$ cat config.mk
export PLATFORM = sky130hd
export DESIGN_NAME = stopwatch_ctrl
export DESIGN_NICKNAME = d
export VERILOG_FILES = /design/src/rtl/stopwatch_ctrl_pkg.sv /design/src/rtl/stopwatch_ctrl_key_debounce.sv /design/src/rtl/stopwatch_ctrl.sv
export SDC_FILE = /design/constraint.sdc
export NUM_CORES = 1
export LEC_CHECK = 0
export BUFFER_PORTS_ARGS = -buffer_cell sky130_fd_sc_hd__buf_2
export CAP_MARGIN = 25
export CORE_MARGIN = 4
export CORE_UTILIZATION = 32
export DETAILED_ROUTE_END_ITERATION = 10
export HOLD_SLACK_MARGIN = 0.12
export PLACE_DENSITY_LB_ADDON = 0.25
export SLEW_MARGIN = 10
export SYNTH_ARGS = -nofsm -noshare
export SYNTH_HDL_FRONTEND = slang
export SYNTH_SLANG_ARGS = --single-unit
$ cat constraint.sdc
create_clock -name clk -period 2.52 [get_ports clk]
set_clock_uncertainty 0.2 [all_clocks]
set_input_delay 0.126 -clock clk [delete_from_list [all_inputs] [get_ports clk]]
set_output_delay 0.126 -clock clk [all_outputs]
set_load 0.1 [all_outputs]
$ cat src/rtl/stopwatch_ctrl_pkg.sv
// ----------------------------------------------------------------------------
// stopwatch_ctrl_pkg
// Common definitions for the stopwatch front end: FSM state encodings (also
// shown on the debug LEDs), the default debounce length, and small helpers
// that map a state to its enable/hold output levels.
// ----------------------------------------------------------------------------
package stopwatch_ctrl_pkg;

   // 20 ms at a 50 MHz system clock
   localparam int DEB_CYCLES_DEFAULT = 1000000;

   typedef enum logic [1:0] {
      ST_IDLE  = 2'b00,
      ST_RUN   = 2'b01,
      ST_LAP   = 2'b10,
      ST_PAUSE = 2'b11
   } sw_state_e;

   // Counter bank runs in RUN and LAP; LAP only freezes the display.
   function automatic logic st_enable(input sw_state_e st);
      case (st)
         ST_RUN, ST_LAP: return 1'b1;
         default:        return 1'b0;
      endcase
   endfunction

   function automatic logic st_hold(input sw_state_e st);
      case (st)
         ST_LAP:  return 1'b1;
         default: return 1'b0;
      endcase
   endfunction

endpackage

$ cat src/rtl/stopwatch_ctrl_key_debounce.sv
// ----------------------------------------------------------------------------
// key_debounce
// Synchronizes one raw push button, debounces it and emits a single-cycle
// press event for each accepted rising edge. Releases are debounced but give
// no event.
// Ports:
//   clk    - system clock
//   reset  - synchronous, active-high
//   btn_in - raw button, active-high, asynchronous to clk
//   press  - one-cycle pulse per accepted press (combinational from regs)
// ----------------------------------------------------------------------------
module key_debounce
   import stopwatch_ctrl_pkg::*;
#(
   parameter int DEB_CYCLES = DEB_CYCLES_DEFAULT
) (
   input  logic clk,
   input  logic reset,
   input  logic btn_in,
   output logic press
);

   localparam int             CW        = $clog2(DEB_CYCLES);
   localparam logic [CW-1:0]  CNT_LAST  = CW'(DEB_CYCLES - 1);
   localparam logic [CW-1:0]  CNT_ZERO  = CW'(0);
   localparam logic [CW-1:0]  CNT_ONE   = CW'(1);

   logic          sync1_r;
   logic          sync_r;
   logic          stable_r;
   logic          stable_d_r;
   logic [CW-1:0] cnt_r;
   // Counts the cycles after reset until sync_r holds a real button sample;
   // at that point stable/stable_d are loaded directly so that a button held
   // through reset is treated as already pressed and produces no event.
   logic [1:0]    prime_r;

   // Synchronizer, debounce counter and stable/stable_d history.
   always_ff @(posedge clk) begin
      if (reset) begin
         sync1_r    <= 1'b0;
         sync_r     <= 1'b0;
         stable_r   <= 1'b0;
         stable_d_r <= 1'b0;
         cnt_r      <= CNT_ZERO;
         prime_r    <= 2'd0;
      end else begin
         sync1_r <= btn_in;
         sync_r  <= sync1_r;
         if (prime_r != 2'd3) begin
            prime_r <= prime_r + 2'd1;
            cnt_r   <= CNT_ZERO;
            if (prime_r == 2'd2) begin
               stable_r   <= sync_r;
               stable_d_r <= sync_r;
            end else begin
               stable_r   <= 1'b0;
               stable_d_r <= 1'b0;
            end
         end else begin
            stable_d_r <= stable_r;
            if (sync_r != stable_r) begin
               if (cnt_r == CNT_LAST) begin
                  stable_r <= sync_r;
                  cnt_r    <= CNT_ZERO;
               end else begin
                  cnt_r    <= cnt_r + CNT_ONE;
               end
            end else begin
               cnt_r <= CNT_ZERO;
            end
         end
      end
   end

   assign press = stable_r & ~stable_d_r;

endmodule

$ cat src/rtl/stopwatch_ctrl.sv
// ----------------------------------------------------------------------------
// stopwatch_ctrl
// Push-button front end for the BCD counter/display chain. Debounces the
// start/stop and lap/clear buttons and runs the IDLE/RUN/LAP/PAUSE machine.
// Ports:
//   clk       - system clock
//   reset     - synchronous, active-high
//   btn_start - raw start/stop button
//   btn_lap   - raw lap/clear button
//   enable    - counter bank count enable (registered)
//   clr       - one-cycle counter clear pulse (registered)
//   hold      - display freeze level for lap view (registered)
//   state     - current FSM state for LEDs/debug
// ----------------------------------------------------------------------------
module stopwatch_ctrl
   import stopwatch_ctrl_pkg::*;
#(
   parameter int DEB_CYCLES = DEB_CYCLES_DEFAULT
) (
   input  logic       clk,
   input  logic       reset,
   input  logic       btn_start,
   input  logic       btn_lap,
   output logic       enable,
   output logic       clr,
   output logic       hold,
   output logic [1:0] state
);

   logic      start_press_s;
   logic      lap_press_s;
   sw_state_e state_r;
   sw_state_e next_state_s;
   logic      next_clr_s;
   logic      enable_r;
   logic      hold_r;
   logic      clr_r;

   key_debounce #(.DEB_CYCLES(DEB_CYCLES)) u_deb_start (
      .clk    (clk),
      .reset  (reset),
      .btn_in (btn_start),
      .press  (start_press_s)
   );

   key_debounce #(.DEB_CYCLES(DEB_CYCLES)) u_deb_lap (
      .clk    (clk),
      .reset  (reset),
      .btn_in (btn_lap),
      .press  (lap_press_s)
   );

   // Next-state and clear decode; start is tested first so it wins a tie
   // and the simultaneous lap press is simply dropped.
   always_comb begin
      next_state_s = state_r;
      next_clr_s   = 1'b0;
      case (state_r)
         ST_IDLE: begin
            if (start_press_s) begin
               next_state_s = ST_RUN;
            end else if (lap_press_s) begin
               next_state_s = ST_IDLE;
               next_clr_s   = 1'b1;
            end else begin
               next_state_s = ST_IDLE;
            end
         end
         ST_RUN: begin
            if (start_press_s) begin
               next_state_s = ST_PAUSE;
            end else if (lap_press_s) begin
               next_state_s = ST_LAP;
            end else begin
               next_state_s = ST_RUN;
            end
         end
         ST_LAP: begin
            if (start_press_s) begin
               next_state_s = ST_PAUSE;
            end else if (lap_press_s) begin
               next_state_s = ST_RUN;
            end else begin
               next_state_s = ST_LAP;
            end
         end
         ST_PAUSE: begin
            if (start_press_s) begin
               next_state_s = ST_RUN;
            end else if (lap_press_s) begin
               next_state_s = ST_IDLE;
               next_clr_s   = 1'b1;
            end else begin
               next_state_s = ST_PAUSE;
            end
         end
         default: begin
            next_state_s = ST_IDLE;
            next_clr_s   = 1'b0;
         end
      endcase
   end

   // State and output registers; outputs are decoded from the next state so
   // they change on the same edge as the state itself.
   always_ff @(posedge clk) begin
      if (reset) begin
         state_r  <= ST_IDLE;
         enable_r <= 1'b0;
         hold_r   <= 1'b0;
         clr_r    <= 1'b0;
      end else begin
         state_r  <= next_state_s;
         enable_r <= st_enable(next_state_s);
         hold_r   <= st_hold(next_state_s);
         clr_r    <= next_clr_s;
      end
   end

   assign state  = state_r;
   assign enable = enable_r;
   assign hold   = hold_r;
   assign clr    = clr_r;

endmodule

==> results of run 1 <==
## cell usage after synthesis (2+ instances only)
library cell / number / area, um2
nand3b_1: 3 / 22.5
inv_1: 15 / 56.3
nor4b_1: 2 / 17.5
nor3_1: 9 / 45.0
o21ai_0: 8 / 40.0
a21oi_1: 18 / 90.1
ha_1: 11 / 138
nand3_1: 13 / 65.1
buf_2: 3 / 15.0
nor3b_1: 2 / 15.0
nand2_1: 20 / 75.1
nor2b_1: 6 / 37.5
nand2b_1: 2 / 12.5
nor4_1: 8 / 50.1
o31ai_1: 5 / 37.5
or4b_2: 2 / 20.0
clkbuf_1: 8 / 30.0
nand4_1: 6 / 37.5
nor2_1: 40 / 150
xor2_1: 10 / 87.6
and3_1: 2 / 12.5
or4_1: 7 / 52.6
and2_1: 2 / 12.5
or3_1: 10 / 62.6
dfxtp_1: 57 / 1140
a31oi_1: 3 / 18.8
xnor2_1: 18 / 158
a21o_1: 2 / 15.0
## metal layers
| metal | track usage, % | vias to the layer above | routed length, um |
|---|---|---|---|
| li1 | - | 1061 | - |
| met1 | 12.7 | 899 | 2350 |
| met2 | 16.1 | 16 | 2040 |
| met3 | 4.31 | 6 | 133 |
| met4 | 2.88 | 0 | 45 |
| met5 | 0 | - | 0 |
## area by class of cell
| class | instances | area, um2 | share of cell area, % |
|---|---|---|---|
| clock buffers | 11 | 141 | 4.71 |
| clock inverters | 5 | 78.8 | 2.62 |
| inverters | 15 | 56.3 | 1.87 |
| multi-input cells | 216 | 1330 | 44.4 |
| flip-flops and latches | 57 | 1140 | 38.0 |
| well taps | 102 | 128 | 4.25 |
| repair buffers | 16 | 125 | 4.16 |
## flip-flops by register name, summed over array words and instances, names as in the netlist, 2 cells and up
register,cells
state,2
u_deb_lap.cnt_r,20
u_deb_lap.prime_r,2
u_deb_start.cnt_r,20
u_deb_start.prime_r,2
## cells by family after synthesis
logic type | share of synthesized area [%]
AND/OR/NAND/NOR | 28.4
flip-flops | 44.4
AO/OA/AOI/OAI | 8.42
XOR/XNOR | 9.54
buffers and inverters | 3.94
adder cells (fa/ha/maj) | 5.35
## worst max-delay path: stages, from the launching register on
cell and delay [ps]:
dfxtp_1 390, ha_1 250, nand2_1 100, or4_1 640, or4_1 500, a21oi_1 140
## through the flow
stage / utilization, % / cells / area, um2 / hold slack [ps]
floorplan: - / 299 / 2570 / 54.2
global placement: 35.2 / 401 / 2730 / 153
detailed placement: 35.2 / 401 / 2730 / 155
CTS: 38.7 / 422 / 3000 / 236
global route: 38.7 / 422 / 3000 / 271
finish: 38.7 / 422 / 3000 / 235
## final timing paths
path / startpoint / endpoint / cells after the start
max: u_deb_lap.cnt_r[0]$_SDFF_PP0_ / u_deb_lap.cnt_r[18]$_SDFF_PP0_ / 5
min: u_deb_start.sync1_r$_SDFF_PP0_ / u_deb_start.sync_r$_SDFF_PP0_ / 1
max reg2reg: u_deb_lap.cnt_r[0]$_SDFF_PP0_ / u_deb_lap.cnt_r[18]$_SDFF_PP0_ / 5
min reg2reg: u_deb_start.sync1_r$_SDFF_PP0_ / u_deb_start.sync_r$_SDFF_PP0_ / 1
## power by group through the flow
stage / combinational [mW] / sequential [mW] / clock, mW
after floorplan: 0.0556 / 0.956 / 0
after global placement: 0.0700 / 0.954 / 0
after detailed placement: 0.0714 / 0.955 / 0
after CTS: 0.0779 / 0.935 / 0.972
after global routing: 0.0898 / 0.938 / 1.01
final: 0.0769 / 0.935 / 0.938
==> metrics, run 1 <==
status completed; HP Class flop to flop; Post-synth ARST share 0%; Die X 97.6 um; CTS tree done; Yosys reg bits between 50 and 60; EDFF count, synth 0; Setup Viol. Count Final 0; syn nets 314; DR vias slightly below 2,000; vias in the first global route ~1,900; Fin. Hold Viols 0; final net count 330; Worst-Margin Slew between 500 and 600 ps; Die Area approximately 9500 um2; post-synthesis sequential area ratio between 40% and 50%; Pint 1.54 mW; H-tree depth 3; Final WS setup approximately 240 ps; RSZ-0062 raised after global routing no; Synth Warn # 0; Skew-Pair Late Insertion Delay about 330 ps; Final Cycle Share a little over 90%; CP Max Fanout 7; Max VDD drop ~0.00026 V; grt total ovfl 0; leakage power just under 1 nW; Layout area overhead 16.8%; # diodes 0; Initial DRC Count 54; share of cells above drive strength 1 between 10% and 20%; TritonRoute pass-1 iters 4; Routed WL per cell between 10 and 15 um; core outline area ~8000 um2; relative slew slack between 60% and 70%; Switching Share about a fifth; vias per cell between 4 and 5; synthesized cell area between 2000 and 3000 um2; clock power share between 40% and 50%; setup TNS 0 ps; Pwr Total between 1.5 and 2 mW; ys flop type dfxtp_1; cell count after synthesis around 300; initial core utilization about a third; Root Buffer clkbuf_8; Routed WL between 4000 and 5000 um; reg-to-reg slack, setup between 200 and 250 ps; clock sinks 57; clock buffer count from CTS 9; Reg clk slew, reported paths ~60 ps; Rows 32; Post-CTS Resized 0; Boundary Pins 9; number of hold buffers added after CTS 5; HPWL after detailed placement 3160 um; largest net degree at the start of global routing 21; crit path capture type flop; Die Y around 98 um; first-pass GRT wire length 8100 um; Max Cap Viol 0; commonest non-fill, non-tap cell in the layout dfxtp_1; CP Launch Type flop; overall routing resource usage between 10% and 20%; Yosys cell types 35; DRT antenna net count 0; maximum clock frequency 439 MHz; pre-CTS setup slack roughly 250 ps; Comb power frac between 3 and 4%; # port buffers 8; critical path type flop to flop; Syn Area/Cell between 8 and 9 um2; clock buffer depth 2; Cell Pwr Density 649 nW/um2; Switching Power roughly 400 uW; shortest period the worst path allows 2280 ps; Fillers slightly above 800; CP Data Required Time roughly 2600 ps; Seq pwr share 48.0%; WP data arrival between 2000 and 2500 ps; drt drc 0; final max-slew violation count 0; most frequent cells in the layout 57 x dfxtp_1, 40 x nor2_1, 20 x nand2_1, 18 x a21oi_1, 18 x xnor2_1; post-CTS setup buffer count 0; gpl congestion ~0.79; antenna violations before repair 0
Power figures use the tool's default switching activity.
==> run 2, diff against run 1 <==
- CORE_UTILIZATION: 32 -> 30
==> run 2 against run 1 <==
Net effect: core utilization decreased by 2.3 points; flip-flop and latch count unchanged; sequential share of layout area about the same; largest cell class unchanged; global-route usage down 0.24 points; via count up 1.2%; critical endpoint unchanged; clock-buffer cell count stayed put; power rose by 0.10%; largest power group unchanged; register-to-register slack is essentially flat; routed wire length down 0.99%; worst setup slack worse by 5.8 ps; combinational power down 2%; die area increased by 6.1%.
==> metrics, run 2 (synthesis gave the netlist of run 1 again) <==
Skew-Pair Late Insertion Delay between 300 and 400 ps; number of hold buffers added after CTS 5; Top Registers u_deb_lap.cnt_r: 20 flops, u_deb_start.cnt_r: 20 flops; critical path type flop to flop; reg-to-reg slack, setup 230 ps; CTS tree done; share of cells above drive strength 1 ~10%; Cell Pwr Density about 650 nW/um2; Non-Filler Instances between 400 and 500; vias in the first global route roughly 1,800; status completed; Final Cycle Share between 90% and 100%; antenna violations before repair 0; final max-slew violation count 0; overall routing resource usage under 10%; CP Max Fanout 7; H-tree depth 3; CP peak stage delay roughly 630 ps; first-pass GRT wire length 8020 um; WP data arrival ~2400 ps; critical-path cell list ha_1 > nand2_1 > or4_1 > or4_1 > a21oi_1; Post-CTS Resized 0; grt total ovfl 0; Max Cap Viol 0; # port buffers 8; Routed WL per cell 10.6 um; Root Buffer clkbuf_8; RSZ-0062 raised after global routing no; Rows 33; post-CTS setup buffer count 0; Initial DRC Count 38; gpl congestion around 0.76; relative slew slack between 60% and 70%; Die Y 101 um; Die X just over 100 um; vias per cell approximately 4.7; CP Data Required Time between 2000 and 3000 ps; clock buffer depth 2; most frequent cells in the layout 57 x dfxtp_1, 40 x nor2_1, 20 x nand2_1, 18 x a21oi_1, 18 x xnor2_1; Reg clk slew, reported paths 60 ps; TritonRoute pass-1 iters 4; Layout area overhead 17.0%; Routed WL roughly 4500 um; clock sinks 57; cell mode on critical path or4_1; Crit-path slowest cell or4_1; Max VDD drop roughly 0.00024 V; setup TNS 0 ps; drt drc 0; final net count 330; commonest non-fill, non-tap cell in the layout dfxtp_1; Worst-Margin Slew between 500 and 600 ps; cell family with most CP delay simple AND/OR/NAND/NOR gates; DR vias roughly 2,000; initial core utilization between 30% and 40%; # diodes 0; HP Class flop to flop; maximum clock frequency ~440 MHz; leakage power roughly 0.97 nW; Cell Count Post-Placement approximately 400; DRT antenna net count 0; HPWL after detailed placement 3080 um; Setup Viol. Count Final 0; largest net degree at the start of global routing 21; clock buffer count from CTS 9; CP Launch Type flop; Fin. Hold Viols 0; core outline area about 8300 um2; crit path capture type flop; Die Area 10,100 um2; shortest period the worst path allows about 2300 ps; WP buf/inv 0; Boundary Pins 9
==> run 2: per-stage QoR <==
step | total power [mW] | hold WS (ps) | worst slack [ps] | util [%] | instance area (um2)
4_1_cts | 1.99 | 247 | 218 | 36.4 | 3010
6_report | 1.95 | 246 | 234 | 36.4 | 3010
2_1_floorplan | 1.01 | 54.2 | 127 | - | 2570
3_3_place_gp | 1.02 | 135 | 289 | 33.2 | 2740
3_5_place_dp | 1.03 | 141 | 234 | 33.2 | 2740
5_1_grt | 2.04 | 281 | 98.0 | 36.4 | 3010
==> run 2: report_power, final <==
part / switching (mW) / internal (mW)
logic: 0.0396 / 0.0356
registers: 0.0148 / 0.920
clock network: 0.360 / 0.582
==> run 2: worst reg2reg max path, stage by stage (launching register included) <==
cell and delay (ps):
dfxtp_1 390, ha_1 250, nand2_1 110, or4_1 630, or4_1 500, a21oi_1 140
==> run 2: path summary, 6_finish.rpt <==
check	end	cells past startpoint	start
worst min-delay path	u_deb_start.sync_r$_SDFF_PP0_	1	u_deb_start.sync1_r$_SDFF_PP0_
worst min register to register	u_deb_start.sync_r$_SDFF_PP0_	1	u_deb_start.sync1_r$_SDFF_PP0_
worst max register to register	u_deb_lap.cnt_r[18]$_SDFF_PP0_	5	u_deb_lap.cnt_r[0]$_SDFF_PP0_
worst max-delay path	u_deb_lap.cnt_r[18]$_SDFF_PP0_	5	u_deb_lap.cnt_r[0]$_SDFF_PP0_
==> run 2: final cells by class <==
cell class	instances	area (um2)
clock buffers	11	141
clock inverters	5	78.8
fillers	861	5250
inverters	15	56.3
multi-input cells	216	1330
flip-flops and latches	57	1140
well taps	105	131
repair buffers	16	125
==> run 2: metal layers <==
layer	GRT usage (%)	vias to the layer above	wire, um
met1	12.1	906	2240
met4	4.66	0	95
met2	15.4	17	2020
met3	3.94	11	165
li1	-	1072	-
met5	0	-	0
